### src/rtl/systolic_pkg.sv
// rtl/systolic_pkg.sv - shared types and constants for the systolic array sequencer
// Purpose: controller state encoding, default array geometry and the drain-length helper.
// Ports: none (package).
package systolic_pkg;

    localparam int ARRAY_N = 2;
    localparam int DATA_W  = 32;

    typedef enum logic [2:0] {
        IDLE,
        LOAD_W,
        STREAM,
        DRAIN,
        DONE
    } ctrl_state_t;

    // Cycles needed after the last vector for the skew, array and de-skew to empty.
    function automatic int drain_len(input int n);
        return 2 * n - 1;
    endfunction

endpackage

### src/rtl/systolic_ctrl_if.sv
// rtl/systolic_ctrl_if.sv - host/array signal bundle for systolic_ctrl
// Purpose: groups job control, input stream, array control and result stream signals.
// Ports: start, num_vecs, busy, done, in_valid/in_ready/in_data, arr_load_w/arr_w_row/arr_w_data,
//        arr_en/arr_left/arr_res, out_valid/out_data; perf_cycles/perf_bubbles when
//        SYSTOLIC_CTRL_PERF_EN is defined. Modport slave = controller, master = host and array side.
interface systolic_ctrl_if #(
    parameter int N      = systolic_pkg::ARRAY_N,
    parameter int DATA_W = systolic_pkg::DATA_W,
    parameter int CNT_W  = 8
);
    logic                   start;
    logic [CNT_W-1:0]       num_vecs;
    logic                   busy;
    logic                   done;
    logic                   in_valid;
    logic                   in_ready;
    logic [N*DATA_W-1:0]    in_data;
    logic                   arr_load_w;
    logic [$clog2(N)-1:0]   arr_w_row;
    logic [N*DATA_W-1:0]    arr_w_data;
    logic                   arr_en;
    logic [N*DATA_W-1:0]    arr_left;
    logic [N*DATA_W-1:0]    arr_res;
    logic                   out_valid;
    logic [N*DATA_W-1:0]    out_data;
`ifdef SYSTOLIC_CTRL_PERF_EN
    logic [31:0]            perf_cycles;
    logic [CNT_W-1:0]       perf_bubbles;

    modport slave (
        input  start, num_vecs, in_valid, in_data, arr_res,
        output busy, done, in_ready, arr_load_w, arr_w_row, arr_w_data,
               arr_en, arr_left, out_valid, out_data, perf_cycles, perf_bubbles
    );
    modport master (
        output start, num_vecs, in_valid, in_data, arr_res,
        input  busy, done, in_ready, arr_load_w, arr_w_row, arr_w_data,
               arr_en, arr_left, out_valid, out_data, perf_cycles, perf_bubbles
    );
`else
    modport slave (
        input  start, num_vecs, in_valid, in_data, arr_res,
        output busy, done, in_ready, arr_load_w, arr_w_row, arr_w_data,
               arr_en, arr_left, out_valid, out_data
    );
    modport master (
        output start, num_vecs, in_valid, in_data, arr_res,
        input  busy, done, in_ready, arr_load_w, arr_w_row, arr_w_data,
               arr_en, arr_left, out_valid, out_data
    );
`endif
endinterface

### src/rtl/systolic_skew.sv
// rtl/systolic_skew.sv - per-lane register delay line
// Purpose: delays lane i by i registers (ascending) or N-1-i registers (descending).
// Ports: clk, reset (async, active-high), i_data (N lanes in), o_data (N lanes out).
module systolic_skew #(
    parameter int N          = 2,
    parameter int DATA_W     = 32,
    parameter bit DESCENDING = 1'b0
) (
    input  logic                clk,
    input  logic                reset,
    input  logic [N*DATA_W-1:0] i_data,
    output logic [N*DATA_W-1:0] o_data
);
    for (genvar g = 0; g < N; g++) begin : g_lane
        localparam int D = DESCENDING ? (N - 1 - g) : g;
        if (D == 0) begin : g_pass
            assign o_data[g*DATA_W +: DATA_W] = i_data[g*DATA_W +: DATA_W];
        end else begin : g_dly
            logic [DATA_W-1:0] r_dly [D];
            always_ff @(posedge clk or posedge reset) begin
                if (reset) begin
                    for (int k = 0; k < D; k++) r_dly[k] <= '0;
                end else begin
                    r_dly[0] <= i_data[g*DATA_W +: DATA_W];
                    for (int k = 1; k < D; k++) r_dly[k] <= r_dly[k-1];
                end
            end
            assign o_data[g*DATA_W +: DATA_W] = r_dly[D-1];
        end
    end
endmodule

### src/rtl/systolic_ctrl.sv
// rtl/systolic_ctrl.sv - job sequencer for an NxN weight-stationary systolic array
// Purpose: loads N weight rows, streams K skewed input vectors, drains the array and
//          de-skews column results into single-beat result vectors.
// Ports: clk, reset (async, active-high), bus (systolic_ctrl_if.slave).
// Optional: SYSTOLIC_CTRL_PERF_EN adds perf_cycles and perf_bubbles counters.
module systolic_ctrl #(
    parameter int N      = systolic_pkg::ARRAY_N,
    parameter int DATA_W = systolic_pkg::DATA_W,
    parameter int CNT_W  = 8
) (
    input  logic            clk,
    input  logic            reset,
    systolic_ctrl_if.slave  bus
);
    import systolic_pkg::*;

    localparam int ROW_W     = $clog2(N);
    localparam int DRAIN_CYC = drain_len(N);
    localparam int DRN_W     = $clog2(DRAIN_CYC + 1);
    localparam int VW        = N * DATA_W;

    ctrl_state_t          r_state;
    ctrl_state_t          w_next;
    logic [CNT_W-1:0]     r_num;
    logic [CNT_W-1:0]     r_vec;
    logic [ROW_W-1:0]     r_row;
    logic [DRN_W-1:0]     r_drain;
    logic [DRAIN_CYC-1:0] r_vpipe;
    logic                 w_beat;
    logic                 w_load;
    logic                 w_push;
    logic [VW-1:0]        w_push_data;
    logic [VW-1:0]        w_deskew;

    // in_ready is a pure decode of the state register, never of in_valid.
    assign bus.in_ready   = (r_state == LOAD_W) || (r_state == STREAM);
    assign bus.busy       = (r_state != IDLE);
    assign bus.done       = (r_state == DONE);
    assign bus.arr_en     = (r_state == STREAM) || (r_state == DRAIN);
    assign w_beat         = bus.in_valid && bus.in_ready;
    assign w_load         = w_beat && (r_state == LOAD_W);
    assign w_push         = w_beat && (r_state == STREAM);
    assign bus.arr_load_w = w_load;
    assign bus.arr_w_row  = w_load ? r_row : '0;
    assign bus.arr_w_data = w_load ? bus.in_data : '0;
    // Non-accepted cycles inject zeros so bubbles and drain never pollute results.
    assign w_push_data    = w_push ? bus.in_data : '0;

    always_ff @(posedge clk or posedge reset) begin
        if (reset) begin
            r_state <= IDLE;
            r_num   <= '0;
            r_vec   <= '0;
            r_row   <= '0;
            r_drain <= '0;
            r_vpipe <= '0;
        end else begin
            r_state <= w_next;
            r_vpipe <= {r_vpipe[DRAIN_CYC-2:0], w_push};
            case (r_state)
                IDLE: begin
                    if (bus.start) begin
                        r_num   <= bus.num_vecs;
                        r_row   <= '0;
                        r_vec   <= '0;
                        r_drain <= '0;
                    end
                end
                LOAD_W:  if (w_beat) r_row <= r_row + ROW_W'(1);
                STREAM:  if (w_beat) r_vec <= r_vec + CNT_W'(1);
                DRAIN:   r_drain <= r_drain + DRN_W'(1);
                default: ;
            endcase
        end
    end

    always_comb begin
        w_next = r_state;
        case (r_state)
            IDLE:   if (bus.start) w_next = LOAD_W;
            LOAD_W: begin
                if (w_beat && (r_row == ROW_W'(N - 1)))
                    w_next = (r_num == '0) ? DONE : STREAM;
            end
            // r_num >= 1 here, so r_num-1 cannot underflow and r_vec never wraps.
            STREAM: if (w_beat && (r_vec == r_num - CNT_W'(1))) w_next = DRAIN;
            DRAIN:  if (r_drain == DRN_W'(DRAIN_CYC - 1)) w_next = DONE;
            DONE:   w_next = IDLE;
            default: w_next = IDLE;
        endcase
    end

    systolic_skew #(.N(N), .DATA_W(DATA_W), .DESCENDING(1'b0)) u_skew (
        .clk    (clk),
        .reset  (reset),
        .i_data (w_push_data),
        .o_data (bus.arr_left)
    );

    systolic_skew #(.N(N), .DATA_W(DATA_W), .DESCENDING(1'b1)) u_deskew (
        .clk    (clk),
        .reset  (reset),
        .i_data (bus.arr_res),
        .o_data (w_deskew)
    );

    assign bus.out_valid = r_vpipe[DRAIN_CYC-1];
    assign bus.out_data  = bus.out_valid ? w_deskew : '0;

`ifdef SYSTOLIC_CTRL_PERF_EN
    logic [31:0]      r_perf_cycles;
    logic [CNT_W-1:0] r_perf_bubbles;

    always_ff @(posedge clk or posedge reset) begin
        if (reset) begin
            r_perf_cycles  <= '0;
            r_perf_bubbles <= '0;
        end else if ((r_state == IDLE) && bus.start) begin
            r_perf_cycles  <= '0;
            r_perf_bubbles <= '0;
        end else begin
            if (r_state != IDLE) r_perf_cycles <= r_perf_cycles + 32'd1;
            if ((r_state == STREAM) && !bus.in_valid && (r_perf_bubbles != '1))
                r_perf_bubbles <= r_perf_bubbles + CNT_W'(1);
        end
    end

    assign bus.perf_cycles  = r_perf_cycles;
    assign bus.perf_bubbles = r_perf_bubbles;
`endif

endmodule

### src/flat_wrapper.sv
// flat-port wrapper written by rule: the top's interface ports become plain ports
module systolic_ctrl_flat import systolic_pkg::*;
#(
    parameter int N      = systolic_pkg::ARRAY_N,
    parameter int DATA_W = systolic_pkg::DATA_W,
    parameter int CNT_W  = 8
)
  (clk, reset, bus_start, bus_num_vecs, bus_in_valid, bus_in_data, bus_arr_res, bus_busy, bus_done, bus_in_ready, bus_arr_load_w, bus_arr_w_row, bus_arr_w_data, bus_arr_en, bus_arr_left, bus_out_valid, bus_out_data);
  systolic_ctrl_if #(.N(N), .DATA_W(DATA_W), .CNT_W(CNT_W)) bus_i ();
  input  logic clk;
  input  logic reset;
  input wire logic [$bits(bus_i.start)-1:0] bus_start;
  input wire logic [$bits(bus_i.num_vecs)-1:0] bus_num_vecs;
  input wire logic [$bits(bus_i.in_valid)-1:0] bus_in_valid;
  input wire logic [$bits(bus_i.in_data)-1:0] bus_in_data;
  input wire logic [$bits(bus_i.arr_res)-1:0] bus_arr_res;
  output wire logic [$bits(bus_i.busy)-1:0] bus_busy;
  output wire logic [$bits(bus_i.done)-1:0] bus_done;
  output wire logic [$bits(bus_i.in_ready)-1:0] bus_in_ready;
  output wire logic [$bits(bus_i.arr_load_w)-1:0] bus_arr_load_w;
  output wire logic [$bits(bus_i.arr_w_row)-1:0] bus_arr_w_row;
  output wire logic [$bits(bus_i.arr_w_data)-1:0] bus_arr_w_data;
  output wire logic [$bits(bus_i.arr_en)-1:0] bus_arr_en;
  output wire logic [$bits(bus_i.arr_left)-1:0] bus_arr_left;
  output wire logic [$bits(bus_i.out_valid)-1:0] bus_out_valid;
  output wire logic [$bits(bus_i.out_data)-1:0] bus_out_data;
  assign bus_i.start = bus_start;
  assign bus_i.num_vecs = bus_num_vecs;
  assign bus_i.in_valid = bus_in_valid;
  assign bus_i.in_data = bus_in_data;
  assign bus_i.arr_res = bus_arr_res;
  assign bus_busy = bus_i.busy;
  assign bus_done = bus_i.done;
  assign bus_in_ready = bus_i.in_ready;
  assign bus_arr_load_w = bus_i.arr_load_w;
  assign bus_arr_w_row = bus_i.arr_w_row;
  assign bus_arr_w_data = bus_i.arr_w_data;
  assign bus_arr_en = bus_i.arr_en;
  assign bus_arr_left = bus_i.arr_left;
  assign bus_out_valid = bus_i.out_valid;
  assign bus_out_data = bus_i.out_data;
  systolic_ctrl #(.N(N), .DATA_W(DATA_W), .CNT_W(CNT_W)) u_core (.clk(clk), .reset(reset), .bus(bus_i));
endmodule
### config.mk
export PLATFORM = sky130hd
export DESIGN_NAME = systolic_ctrl_flat
export DESIGN_NICKNAME = d
export VERILOG_FILES = /design/src/rtl/systolic_pkg.sv /design/src/rtl/systolic_ctrl_if.sv /design/src/rtl/systolic_skew.sv /design/src/rtl/systolic_ctrl.sv /design/src/flat_wrapper.sv
export SDC_FILE = /design/constraint.sdc
export NUM_CORES = 1
export LEC_CHECK = 0
export CAP_MARGIN = 20
export CORE_AREA = 4 4 129 131
export DETAILED_ROUTE_END_ITERATION = 8
export DIE_AREA = 0 0 133 135
export DONT_BUFFER_PORTS = 1
export PLACE_DENSITY = 0.49
export SLEW_MARGIN = 20
export SYNTH_ARGS = -nofsm -noshare
export SYNTH_HDL_FRONTEND = slang
export SYNTH_SLANG_ARGS = --single-unit
### constraint.sdc
create_clock -name clk -period 7.3 [get_ports clk]
set_clock_uncertainty 0.2 [all_clocks]
set_input_delay 0.365 -clock clk [delete_from_list [all_inputs] [get_ports clk]]
set_output_delay 0.365 -clock clk [all_outputs]
set_load 0.005 [all_outputs]
==> impl_metrics.yaml <==
outcome:
  status: "completed"
critical_path:
  endpoint_kind: "register"
  crit_fanout: 71
  cp_slowest_stage_delay_ns: 0.78
  required_ns: 7.35
  startpoint_type: "register"
  crit_chain: "nand4bb_4 -> inv_2 -> nand3_1 -> or4b_1 -> o31ai_1"
  arrival_ns: 2.95
  worstSetupPathType: "reg -> reg"
  crit_slowest_cell: "dfrtp_1"
sta:
  setup_tns_ns: 0
  rsz0062_at_grt: "no"
  tightest_slew_ns: 0.9609
  finalSetupViolCount: 0
  hold_viol: 0
  fin_crit_ns: 2.900
  slew_violations: 0
  relSlewSlack_pct: 35.67
  fin_crit_sh_pct: 39.72
  timing.fmax_mhz: 344.8
route:
  wire_per_inst_um: 18.06
  ant_nets: 0
  drt_iter0_markers: 73
  first_pass_iters: 4
  via_per_inst: 4.437
  postRouteWirelength_mm: 12.68
  vias: 3115
  drcViolationCount: 0
global_route:
  grt_overflow_total: 0
  grt_pass1_vias: 3174
  antenna_found_initial: 0
  grt_max_degree: 72
  grt_pass1_wl_mm: 18.43
  grt_use_total_pct: 13.30
logic_synthesis:
  syn_inst: 455
  ys_warn_count: 0
  synth.avg_cell_area_um2: 10.05
  synth_edf_count: 0
  synthFlopType: "dfrtp_1"
  ys_seq_area_share_pct: 48.70
  async_flop_share_pct: 100.0
  syn_area_um2: 4573
  ys_types: 46
  synth_seq_cells: 89
  synthesis.nets: 599
cts:
  cts_made_buffers: 9
  htreeDepth: 3
  clk_latency_ns: 0.34
  clkSlewWorstSetupHoldPaths_ns: 0.06
  cts_tree: "yes"
  cts_root_buffer: "clkbuf_16"
  clockBufferDepth: 2
  cts_sinks: 89
floorplan:
  start_util_pct: 29.32
  die_y_um: 135
  io_pins: 339
  dieArea_um2: 17960
  rows: 46
  die_x_um: 133
  core_um2: 15600
placement:
  dp_hpwl_mm: 9.295
  globalplace.congestion: 0.7781
  portBuffers: 0
layout:
  fin_nets: 625
  seq_area_um2: 2228
  final_util_pct: 35.65
  drive_gt1_share_pct: 6.790
  final_cell_mix: "193 x and2_1, 88 x dfrtp_1, 73 x dlygate4sd3_1, 16 x nor2_1"
  final_common_cell: "and2_1"
  fillCellCount: 1515
  multiInputGateArea_um2: 1981
  syn_to_final_growth_pct: 21.59
  antenna_cells: 0
power_and_ir_drop:
  peakVddDrop_mv: 0.1577
  leakagePower_nw: 2.472
  power_density_nw_per_um2: 309.3
hold_path:
  hold_class: "in -> reg"
run:
  maxCapViolations: 0
-- flip-flops by register name (all words and copies together) (netlist names) --
signal	flops
u_core.r_vec	8
u_core.r_state	3
u_core.u_skew.g_lane.g_dly.r_dly	32
u_core.r_num	8
u_core.u_deskew.g_lane.g_dly.r_dly	32
u_core.r_row	1
u_core.r_vpipe	3
u_core.r_drain	2
-- power by group --
part	internal [W]	switching (W)	total (W)
Sequential	0.000589	0.000137	0.000726
Clock	0.000309	0.000191	0.000499
Combinational	0.000234	0.000261	0.000494
-- Yosys cell counts (2+ instances only) --
cell | number | area, um2
a21oi_1 | 9 | 45.04
and2_1 | 193 | 1207
and3_1 | 3 | 18.77
buf_2 | 2 | 10.01
buf_4 | 33 | 247.7
clkbuf_1 | 23 | 86.33
dfrtp_1 | 89 | 2227
ha_1 | 4 | 50.05
inv_1 | 4 | 15.01
mux2_2 | 6 | 67.56
nand2_1 | 9 | 33.78
nand2b_1 | 3 | 18.77
nand3_1 | 4 | 20.02
nand4_1 | 3 | 18.77
nor2_1 | 16 | 60.06
nor2b_1 | 3 | 18.77
nor3_1 | 2 | 10.01
o21ai_0 | 6 | 30.03
o31ai_1 | 2 | 15.01
or3_1 | 2 | 12.51
xnor2_1 | 7 | 61.31
xor2_1 | 8 | 70.07
-- final cells by class --
type                    instances  area share, %
flip-flops and latches         89          40.08
clock buffers                  11          4.365
clock inverters                 5          1.418
multi-input cells             302          35.62
well taps                     216          4.860
repair buffers                 74          13.28
inverters                       5         0.3825
-- metrics by stage --
step	instance area [um2]	total power, W	instances	setup slack [ns]	hold WS [ns]
2_1_floorplan	4573	0.001144	455	4.428	0.1312
3_3_place_gp	4507	0.001199	613	4.529	0.04988
3_5_place_dp	4508	0.001212	613	4.367	0.04968
4_1_cts	5560	0.001760	702	4.327	0.02226
5_1_grt	5560	0.001841	702	4.148	0.04566
6_report	5560	0.001720	702	4.400	0.04175
-- metal layers --
| layer | vias up | GRT usage, % | wire, um |
|---|---|---|---|
| met1 | 1485 | 14.40 | 4598 |
| met3 | 12 | 4.508 | 1035 |
| li1 | 1449 | - | - |
| met5 | - | 0 | 0 |
| met4 | 0 | 4.677 | 197 |
| met2 | 169 | 24.21 | 6845 |
-- worst paths after layout --
| path | start | to | slack, ns | depth (start not counted) |
|---|---|---|---|---|
| worst max register to register | u_core.r_state[1]$_DFFE_PP0P_ | u_core.r_state[0]$_DFFE_PP0P_ | 4.40 | 5 |
| worst min register to register | u_core.r_vpipe[0]$_DFF_PP0_ | u_core.r_vpipe[1]$_DFF_PP0_ | 0.15 | 0 |
| max in group asynchronous | reset | u_core.r_vpipe[2]$_DFF_PP0_ | 5.48 | 3 |
| worst max-delay path | u_core.r_state[1]$_DFFE_PP0P_ | u_core.r_state[0]$_DFFE_PP0P_ | 4.40 | 5 |
| worst min-delay path | bus_start | u_core.r_row$_DFFE_PP0P_ | 0.04 | 3 |
| min in group asynchronous | reset | u_core.u_skew.g_lane[1].g_dly.r_dly[29]$_DFF_PP0_ | 0.28 | 2 |
-- cell families after synthesis --
family / synth area share [%]
xor+xnor: 2.873
mux: 1.477
flops: 48.70
simple gates: 34.15
fa+ha+maj: 1.094
buf+inv: 8.016
compound gates: 3.694
-- critical path, delay by kind of cell, from the launching register on --
kind / cells / cell delay (ns)
flip-flops: 1 / 0.78
AO/OA/AOI/OAI: 1 / 0.24
buffers and inverters: 1 / 0.70
AND/OR/NAND/NOR: 3 / 0.89
-- what timing repair did --
item / CTS / global route
buffers inserted: 0 / 0
resized for setup: 0 / 0
hold buffers: 73 / 0
hold endpoints to repair: 99 / 0
setup endpoints to repair: 0 / 0
Power figures use the tool's default switching activity.
